### src/rtl/fp_pkg.sv
// Shared FPU package: binary32 field layout, canonical constants and the
// fp_sqrt controller state encoding.
// The NORM state exists only when FP_SQRT_DENORM_EN is defined.
package fp_pkg;

  localparam logic [31:0] FP_CANON_NAN = 32'h7fc00000;
  localparam int          FP_BIAS      = 127;

  typedef struct packed {
    logic        sign;
    logic [7:0]  exp;
    logic [22:0] frac;
  } fp32_t;

  typedef enum logic [2:0] {
    S_IDLE,
    S_UNPACK,
`ifdef FP_SQRT_DENORM_EN
    S_NORM,
`endif
    S_CALC,
    S_ROUND,
    S_DONE
  } fp_sqrt_state_t;

endpackage

### src/rtl/fp_sqrt_if.sv
// FPU unit handshake bundle for the square-root slot.
//   en_n    : active-low request/hold from the dispatcher
//   a       : binary32 operand, sampled on the start edge
//   result  : binary32 result, valid while out_stb=1
//   out_stb : result valid, held until en_n returns high
//   busy    : unit is working (not IDLE, not DONE)
interface fp_sqrt_if;
  logic        en_n;
  logic [31:0] a;
  logic [31:0] result;
  logic        out_stb;
  logic        busy;

  modport master (output en_n, a, input  result, out_stb, busy);
  modport slave  (input  en_n, a, output result, out_stb, busy);
endinterface

### src/rtl/fp_lzc24.sv
// 24-bit leading-zero counter, combinational. Returns 24 for an all-zero
// input. Only built when FP_SQRT_DENORM_EN is defined (subnormal
// normalisation is its sole user).
//   d_i   : value to scan
//   cnt_o : number of leading zeros
`ifdef FP_SQRT_DENORM_EN
module fp_lzc24 (
  input  logic [23:0] d_i,
  output logic [4:0]  cnt_o
);
  // Scan upward so the highest set bit has the final say.
  always_comb begin
    cnt_o = 5'd24;
    for (int i = 0; i < 24; i++)
      if (d_i[i]) cnt_o = 5'(23 - i);
  end
endmodule
`endif

### src/rtl/fp_sqrt.sv
// Iterative binary32 square root (FSQRT.S slot), round-to-nearest-even.
// Restoring digit-by-digit root over a 52-bit radicand, BITS_PER_CYCLE
// (1 or 2) root bits per CALC cycle.
//   g_clk, g_rst : clock, synchronous active-high reset
//   bus          : fp_sqrt_if slave (en_n, a, result, out_stb, busy)
// Macro FP_SQRT_DENORM_EN: subnormal inputs are normalised in a one-cycle
// NORM state; when undefined they flush to a signed zero.
module fp_sqrt
  import fp_pkg::*;
#(
  parameter int BITS_PER_CYCLE = 1
) (
  input logic      g_clk,
  input logic      g_rst,
  fp_sqrt_if.slave bus
);

  localparam int         CALC_ITERS = 26 / BITS_PER_CYCLE;
  localparam logic [4:0] CNT_LAST   = 5'(CALC_ITERS - 1);

  fp_sqrt_state_t    state_q, state_d;
  fp32_t             a_q, a_d;
  logic [25:0]       q_q, q_d;
  logic [27:0]       rem_q, rem_d;
  logic [51:0]       rad_q, rad_d;
  logic [4:0]        cnt_q, cnt_d;
  logic signed [9:0] exp_q, exp_d;   // even unbiased exponent e'
  logic [31:0]       res_q, res_d;

  // Operand classification
  logic is_nan, is_inf, is_zero, is_sub;
  assign is_nan  = (&a_q.exp) &  (|a_q.frac);
  assign is_inf  = (&a_q.exp) & ~(|a_q.frac);
  assign is_zero = ~(|a_q.exp) & ~(|a_q.frac);
  assign is_sub  = ~(|a_q.exp) &  (|a_q.frac);

  // Mantissa/exponent preparation, shared by UNPACK and NORM
  logic [23:0]       m_sel;
  logic signed [9:0] e_sel, e_even;
  logic [24:0]       m_adj;

`ifdef FP_SQRT_DENORM_EN
  logic [4:0] lz;
  // Trailing 0 pad: frac is nonzero here, so the count is the zero run of frac.
  fp_lzc24 u_lzc (.d_i({a_q.frac, 1'b0}), .cnt_o(lz));
`endif

  always_comb begin
    m_sel = {1'b1, a_q.frac};
    e_sel = $signed({2'b00, a_q.exp}) - $signed(10'(FP_BIAS));
`ifdef FP_SQRT_DENORM_EN
    if (state_q == S_NORM) begin
      m_sel = {1'b0, a_q.frac} << (lz + 5'd1);
      e_sel = -10'sd127 - $signed({5'b00000, lz});
    end
`endif
    // Odd exponent: fold one factor of two into the mantissa so e' halves exactly.
    m_adj  = e_sel[0] ? {m_sel, 1'b0} : {1'b0, m_sel};
    e_even = {e_sel[9:1], 1'b0};
  end

  // Root iteration(s) for one CALC cycle
  logic [25:0] q_nx;
  logic [27:0] rem_nx;
  logic [51:0] rad_nx;
  logic [29:0] t, trial;

  always_comb begin
    q_nx   = q_q;
    rem_nx = rem_q;
    rad_nx = rad_q;
    t      = '0;
    trial  = '0;
    for (int i = 0; i < BITS_PER_CYCLE; i++) begin
      t     = {rem_nx, rad_nx[51:50]};
      trial = {2'b00, q_nx, 2'b01};
      if (t >= trial) begin
        rem_nx = 28'(t - trial);
        q_nx   = {q_nx[24:0], 1'b1};
      end else begin
        rem_nx = t[27:0];
        q_nx   = {q_nx[24:0], 1'b0};
      end
      rad_nx = {rad_nx[49:0], 2'b00};
    end
  end

  // Rounding: q[25] is the hidden bit, q[24:2] the fraction, q[1] guard.
  logic        rnd_up;
  logic [23:0] frac_sum;   // {carry, fraction}
  logic [7:0]  exp_out;

  always_comb begin
    rnd_up   = q_q[1] & (q_q[0] | (|rem_q) | q_q[2]);
    frac_sum = {1'b0, q_q[24:2]} + {23'b0, rnd_up};
    // A carry leaves the fraction at zero and bumps the exponent.
    exp_out  = 8'(exp_q >>> 1) + 8'(FP_BIAS) + {7'b0, frac_sum[23]};
  end

  // Controller
  logic load;

  always_comb begin
    state_d = state_q;
    a_d     = a_q;
    q_d     = q_q;
    rem_d   = rem_q;
    rad_d   = rad_q;
    cnt_d   = cnt_q;
    exp_d   = exp_q;
    res_d   = res_q;
    load    = 1'b0;

    case (state_q)
      S_IDLE:
        if (!bus.en_n) begin
          a_d     = bus.a;
          state_d = S_UNPACK;
        end
      S_UNPACK:
        if (bus.en_n) state_d = S_IDLE;
        else if (is_nan)  begin res_d = FP_CANON_NAN;       state_d = S_DONE; end
        else if (is_zero) begin res_d = {a_q.sign, 31'b0};  state_d = S_DONE; end
`ifndef FP_SQRT_DENORM_EN
        else if (is_sub)  begin res_d = {a_q.sign, 31'b0};  state_d = S_DONE; end
`endif
        else if (a_q.sign) begin res_d = FP_CANON_NAN;      state_d = S_DONE; end
        else if (is_inf)  begin res_d = 32'h7f800000;       state_d = S_DONE; end
`ifdef FP_SQRT_DENORM_EN
        else if (is_sub)  state_d = S_NORM;
`endif
        else load = 1'b1;
`ifdef FP_SQRT_DENORM_EN
      S_NORM:
        if (bus.en_n) state_d = S_IDLE;
        else          load = 1'b1;
`endif
      S_CALC:
        if (bus.en_n) state_d = S_IDLE;
        else begin
          q_d   = q_nx;
          rem_d = rem_nx;
          rad_d = rad_nx;
          cnt_d = cnt_q - 5'd1;
          if (cnt_q == 5'd0) state_d = S_ROUND;
        end
      S_ROUND:
        if (bus.en_n) state_d = S_IDLE;
        else begin
          res_d   = {1'b0, exp_out, frac_sum[22:0]};
          state_d = S_DONE;
        end
      S_DONE:
        if (bus.en_n) state_d = S_IDLE;
      default: state_d = S_IDLE;
    endcase

    // Radicand = M << 27 gives a 26-bit root: 24 result bits + guard + sticky.
    if (load) begin
      rad_d   = {m_adj, 27'b0};
      exp_d   = e_even;
      q_d     = '0;
      rem_d   = '0;
      cnt_d   = CNT_LAST;
      state_d = S_CALC;
    end
  end

  always_ff @(posedge g_clk) begin
    if (g_rst) begin
      state_q <= S_IDLE;
      a_q     <= '0;
      q_q     <= '0;
      rem_q   <= '0;
      rad_q   <= '0;
      cnt_q   <= '0;
      exp_q   <= '0;
      res_q   <= '0;
    end else begin
      state_q <= state_d;
      a_q     <= a_d;
      q_q     <= q_d;
      rem_q   <= rem_d;
      rad_q   <= rad_d;
      cnt_q   <= cnt_d;
      exp_q   <= exp_d;
      res_q   <= res_d;
    end
  end

  assign bus.result  = res_q;
  assign bus.out_stb = (state_q == S_DONE);
  assign bus.busy    = (state_q != S_IDLE) && (state_q != S_DONE);

endmodule

### src/flat_wrapper.sv
// flat-port wrapper written by rule: the top's interface ports become plain ports
module fp_sqrt_flat import fp_pkg::*;
#(
  parameter int BITS_PER_CYCLE = 1
)
  (g_clk, g_rst, bus_en_n, bus_a, bus_result, bus_out_stb, bus_busy);
  fp_sqrt_if bus_i ();
  input logic g_clk;
  input logic g_rst;
  input wire logic [$bits(bus_i.en_n)-1:0] bus_en_n;
  input wire logic [$bits(bus_i.a)-1:0] bus_a;
  output wire logic [$bits(bus_i.result)-1:0] bus_result;
  output wire logic [$bits(bus_i.out_stb)-1:0] bus_out_stb;
  output wire logic [$bits(bus_i.busy)-1:0] bus_busy;
  assign bus_i.en_n = bus_en_n;
  assign bus_i.a = bus_a;
  assign bus_result = bus_i.result;
  assign bus_out_stb = bus_i.out_stb;
  assign bus_busy = bus_i.busy;
  fp_sqrt #(.BITS_PER_CYCLE(BITS_PER_CYCLE)) u_core (.g_clk(g_clk), .g_rst(g_rst), .bus(bus_i));
endmodule
### config.mk
export PLATFORM = sky130hd
export DESIGN_NAME = fp_sqrt_flat
export DESIGN_NICKNAME = d
export VERILOG_FILES = /design/src/rtl/fp_pkg.sv /design/src/rtl/fp_sqrt_if.sv /design/src/rtl/fp_lzc24.sv /design/src/rtl/fp_sqrt.sv /design/src/flat_wrapper.sv
export SDC_FILE = /design/constraint.sdc
export NUM_CORES = 1
export LEC_CHECK = 0
export ABC_AREA = 0
export CORE_UTILIZATION = 43
export DETAILED_ROUTE_END_ITERATION = 7
export SLEW_MARGIN = 20
export SYNTH_ARGS = -nofsm -noshare
export SYNTH_HDL_FRONTEND = slang
export SYNTH_SLANG_ARGS = --single-unit
export TNS_END_PERCENT = 30
### constraint.sdc
create_clock -name g_clk -period 3.25 [get_ports g_clk]
set_input_delay 0.4875 -clock g_clk [delete_from_list [all_inputs] [get_ports g_clk]]
set_output_delay 0.4875 -clock g_clk [all_outputs]
set_load 0.01 [all_outputs]
==> results.md, run 1 <==
- Post CTS Setup Buffer Count: 0
- Prevailing post-synth register cell: sky130_fd_sc_hd__dfxtp_1
- Total power: 0.00500 W
- Share of post-route cells with drive strength above 1: 0.0607
- Global-route congestion overflow total: 0
- Endpoints failing hold: 0
- Setup slack of the worst register-to-register path: 0.33 ns
- Fmax achieved: 342 MHz
- Iteration-0 DRC Markers: 350
- Netlist area before placement: 8420 um^2
- Design Area, Final: 9970 um^2
- Hold Path End: u_core.bus.result[4]$_SDFFE_PP0P_
- Placed Area: 9350 um^2
- Maximum number of pins on one net before global-route repair: 62
- Period utilization: 0.899
- Worst path max stage delay: 0.42 ns
- Minimum clock period: 2.92 ns
- Buffers added on ports: 68
- Clock slew at reported path FFs: 0.07 ns
- Power Dens Cells: 502 nW/um^2
- Start point of the worst hold path: u_core.bus.result[4]$_SDFFE_PP0P_
- Number of synthesized register bits: 159
- Worst supply voltage drop on vdd: 298 uV
- Initial antenna violation count: 0
- Worst-case headroom to the max-slew limit: 0.480
- Clock tree root buffer cell: sky130_fd_sc_hd__clkbuf_16
- Post-synthesis sequential area ratio: 0.378
- Classification of the worst-slack hold path: reg2reg
- Setup repair after global routing missed its margin: no
- Slowest stage cell on the critical path: sky130_fd_sc_hd__dfxtp_1
- Post-synth ARST share: 0
- Average size of a mapped cell: 7.81 um^2
- Most common cell after layout, fill and taps aside: sky130_fd_sc_hd__nand2_1
- Post-detailed-route DRC marker count: 0
- End of the worst register-to-register path: u_core.rem_q[7]$_SDFFE_PP0P_
- Chain of cells forming the critical path: inv_1 > ha_1 > and4_1 > nand3_1 > nor4_1 > nor3_1 > a21oi_2 > or2_1 > buf_4 > mux2i_1 > a21oi_1
- Number of different library cells in the post-synthesis netlist: 57
- Most frequent cells in the layout: 172 x sky130_fd_sc_hd__nand2_1, 159 x sky130_fd_sc_hd__dfxtp_1, 127 x sky130_fd_sc_hd__a21oi_1
- Crit path max-delay family: simple AND/OR/NAND/NOR gates
- Crit. End Element: register
- Number of synthesized flops with an enable pin: 0
- Number of max-slew violations in the final report: 0
- Slew @ Worst Pin: 0.777 ns
- CTS tree: yes
- Starting Density: 0.444
- Switching component of the power: 0.00140 W
- Worst Setup Path Type: reg2reg
- Global-route wire length before repair: 35,200 um
- Horiz. Die Dim: 142 um
- Critical R2R Launch: u_core.q_q[7]$_SDFFE_PP0P_
- Setup crit start kind: register
- Floorplan die area: 20,100 um^2
- Via count: 7,469
- Syn nets: 1,149
- H-Tree Level Count: 4
- Synthesized instance count: 1,079
- Final layout net count: 1,194
- Final Skew: 0.0117 ns
- Detailed-routing iteration count for the pre-antenna-repair pass: 5
- Routed wire per std cell: 15.0 um
- DP Wirelength: 14,900 um
- Run status: complete, no violations
- Buffering stage count on the worst path with inverters included: 2
- Leakage: 3.64 nW
- # hold bufs at CTS: 0
- Arrival time of the worst setup path: 3.21 ns
- Clock buffer depth: 2
- Antenna fix cells: 0
- Worst-path fanout max: 10
- Part of the total power dissipated in sequential elements: 0.411
- Switching share of power: 0.280
- TritonCTS Buffers: 17
- Count of warnings emitted by yosys: 0
- Hold Crit Depth: 2
- Required time at the worst-slack endpoint: 3.54 ns
- Vias in the first global route: 7,088
- Clk sinks: 159
- Cell count of the worst reg-to-reg path: 11
- Number of nets with antenna violations after detailed routing: 0
- Top-level port count: 69
- Portion of total power attributed to the clock network: 0.424
- Share of total power in combinational logic: 0.165
- Post-placement setup slack: 0.332 ns
- Core utilization of the finished layout: 0.526
- Post-CTS Resized: 0
- Aggregate negative setup slack: 0 ns
- Least setup slack across all paths after layout: 0.329 ns
- Overall Global Routing Usage: 0.217
- Core region area: 19,000 um^2
- Row cnt: 50
- MaxCap Viol Count: 0
- Number of setup violations in the final report: 0
- Placer's final routability congestion estimate: 0.891
- Total wire length after detailed routing: 20,900 um
- Synthesis-to-finish area growth: 18.4%
- Overall die height: 142 um
- Internal cell power: 0.00360 W
- Clock latency on the worst-skew pair: 0.43 ns
- Vias per cell: 5.35
sequential cells by signal, indices dropped and copies added (netlist names):
name               cells
u_core.bus.result     32
u_core.state_q         3
u_core.exp_q           8
u_core.rem_q          28
u_core.cnt_q           5
u_core.a_q            32
u_core.q_q            26
u_core.rad_q          25
synthesized netlist by cell type, drive strengths merged (2+ instances only):
cell / instances / area (um^2)
o41ai: 2 / 17.5
o21a: 6 / 45.0
nand2b: 2 / 12.5
dfxtp: 159 / 3180
nor3b: 4 / 30.0
a311oi: 2 / 17.5
nor4: 15 / 93.8
and4: 3 / 26.3
clkbuf: 59 / 223
o21bai: 2 / 15.0
inv: 45 / 169
o21ai: 45 / 233
nand3: 37 / 185
a21oi: 129 / 661
or2: 2 / 12.5
a21o: 9 / 67.6
o211ai: 2 / 15.0
a31oi: 14 / 87.6
and2: 4 / 25.0
and3: 10 / 62.6
nand2: 172 / 646
a22oi: 13 / 97.6
or3: 4 / 25.0
nand4: 13 / 81.3
nor2b: 3 / 18.8
nor2: 109 / 412
mux2i: 39 / 390
ha: 35 / 438
a221oi: 22 / 193
buf: 8 / 56.3
nor3: 21 / 105
xnor2: 42 / 368
a211oi: 10 / 75.1
o31a: 2 / 18.8
xor2: 20 / 175
a41oi: 4 / 35.0
power by group through the flow:
stage	sequential [W]	clock [W]	combinational (W)
global route	0.00206	0.00224	0.000914
detailed placement	0.00210	0	0.000821
finish	0.00206	0.00212	0.000824
global placement	0.00210	0	0.000821
floorplan	0.00208	0	0.000631
CTS	0.00205	0.00216	0.000826
through the flow:
| step | cells | hold slack, ns |
|---|---|---|
| after floorplan | 1079 | 0.436 |
| after global routing | 1396 | 0.465 |
| after global placement | 1365 | 0.438 |
| final | 1396 | 0.449 |
| after CTS | 1396 | 0.451 |
| after detailed placement | 1365 | 0.442 |
worst max path at each step:
stage	slack, ns	from	cells past startpoint	to
2_1_floorplan	0.52	u_core.a_q[23]$_SDFFE_PP0P_	13	u_core.bus.result[0]$_SDFFE_PP0P_
3_3_place_gp	0.42	u_core.q_q[7]$_SDFFE_PP0P_	11	u_core.rem_q[18]$_SDFFE_PP0P_
3_5_place_dp	0.33	u_core.q_q[7]$_SDFFE_PP0P_	11	u_core.rem_q[7]$_SDFFE_PP0P_
4_1_cts	0.30	u_core.q_q[7]$_SDFFE_PP0P_	11	u_core.rem_q[7]$_SDFFE_PP0P_
5_1_grt	0.05	u_core.q_q[7]$_SDFFE_PP0P_	11	u_core.rem_q[9]$_SDFFE_PP0P_
6_report	0.33	u_core.q_q[7]$_SDFFE_PP0P_	11	u_core.rem_q[7]$_SDFFE_PP0P_
final cells by class:
type | count | area, um^2
sequential | 159 | 3180
tap | 260 | 325
timing repair buffer | 93 | 866
inverter | 45 | 169
clock inverter | 14 | 199
fill | 1877 | 8980
multi-input combinational | 808 | 4800
clock buffer | 17 | 425
logic make-up (layout without fill, tap and decap cells):
| kind of cell | after synthesis | in the layout | synth area share |
|---|---|---|---|
| flops | 159 | 159 | 0.378 |
| compound gates | 271 | 271 | 0.197 |
| simple gates | 400 | 400 | 0.207 |
| fa+ha+maj | 35 | 35 | 0.0520 |
| mux | 40 | 40 | 0.0481 |
| xor+xnor | 62 | 62 | 0.0645 |
| buf+inv | 112 | 169 | 0.0532 |
worst reg2reg max path: stages, from the launching register on:
cell,delay (ns)
sky130_fd_sc_hd__dfxtp_1,0.42
sky130_fd_sc_hd__inv_1,0.09
sky130_fd_sc_hd__ha_1,0.40
sky130_fd_sc_hd__and4_1,0.25
sky130_fd_sc_hd__nand3_1,0.14
sky130_fd_sc_hd__nor4_1,0.30
sky130_fd_sc_hd__nor3_1,0.09
sky130_fd_sc_hd__a21oi_2,0.26
sky130_fd_sc_hd__or2_1,0.28
sky130_fd_sc_hd__buf_4,0.26
sky130_fd_sc_hd__mux2i_1,0.22
sky130_fd_sc_hd__a21oi_1,0.08
metal layers:
| metal | GRT usage | wire length (um) | part of all wire |
|---|---|---|---|
| met1 | 0.280 | 9780 | 0.47 |
| met2 | 0.380 | 10300 | 0.49 |
| met3 | 0.0313 | 509 | 0.024 |
| met4 | 0.0572 | 279 | 0.013 |
| met5 | 0 | 0 | 0 |
No activity file was read; power rests on OpenSTA's default activity.
==> run 2, diff against run 1 <==
--- a/config.mk
+++ b/config.mk
@@ -12,4 +12,4 @@
 export SYNTH_ARGS = -nofsm -noshare
 export SYNTH_HDL_FRONTEND = slang
 export SYNTH_SLANG_ARGS = --single-unit
-export TNS_END_PERCENT = 30
+export TNS_END_PERCENT = 100
==> results of run 2 <==
The final DEF is identical to that of run 1; final timing and power are the same.
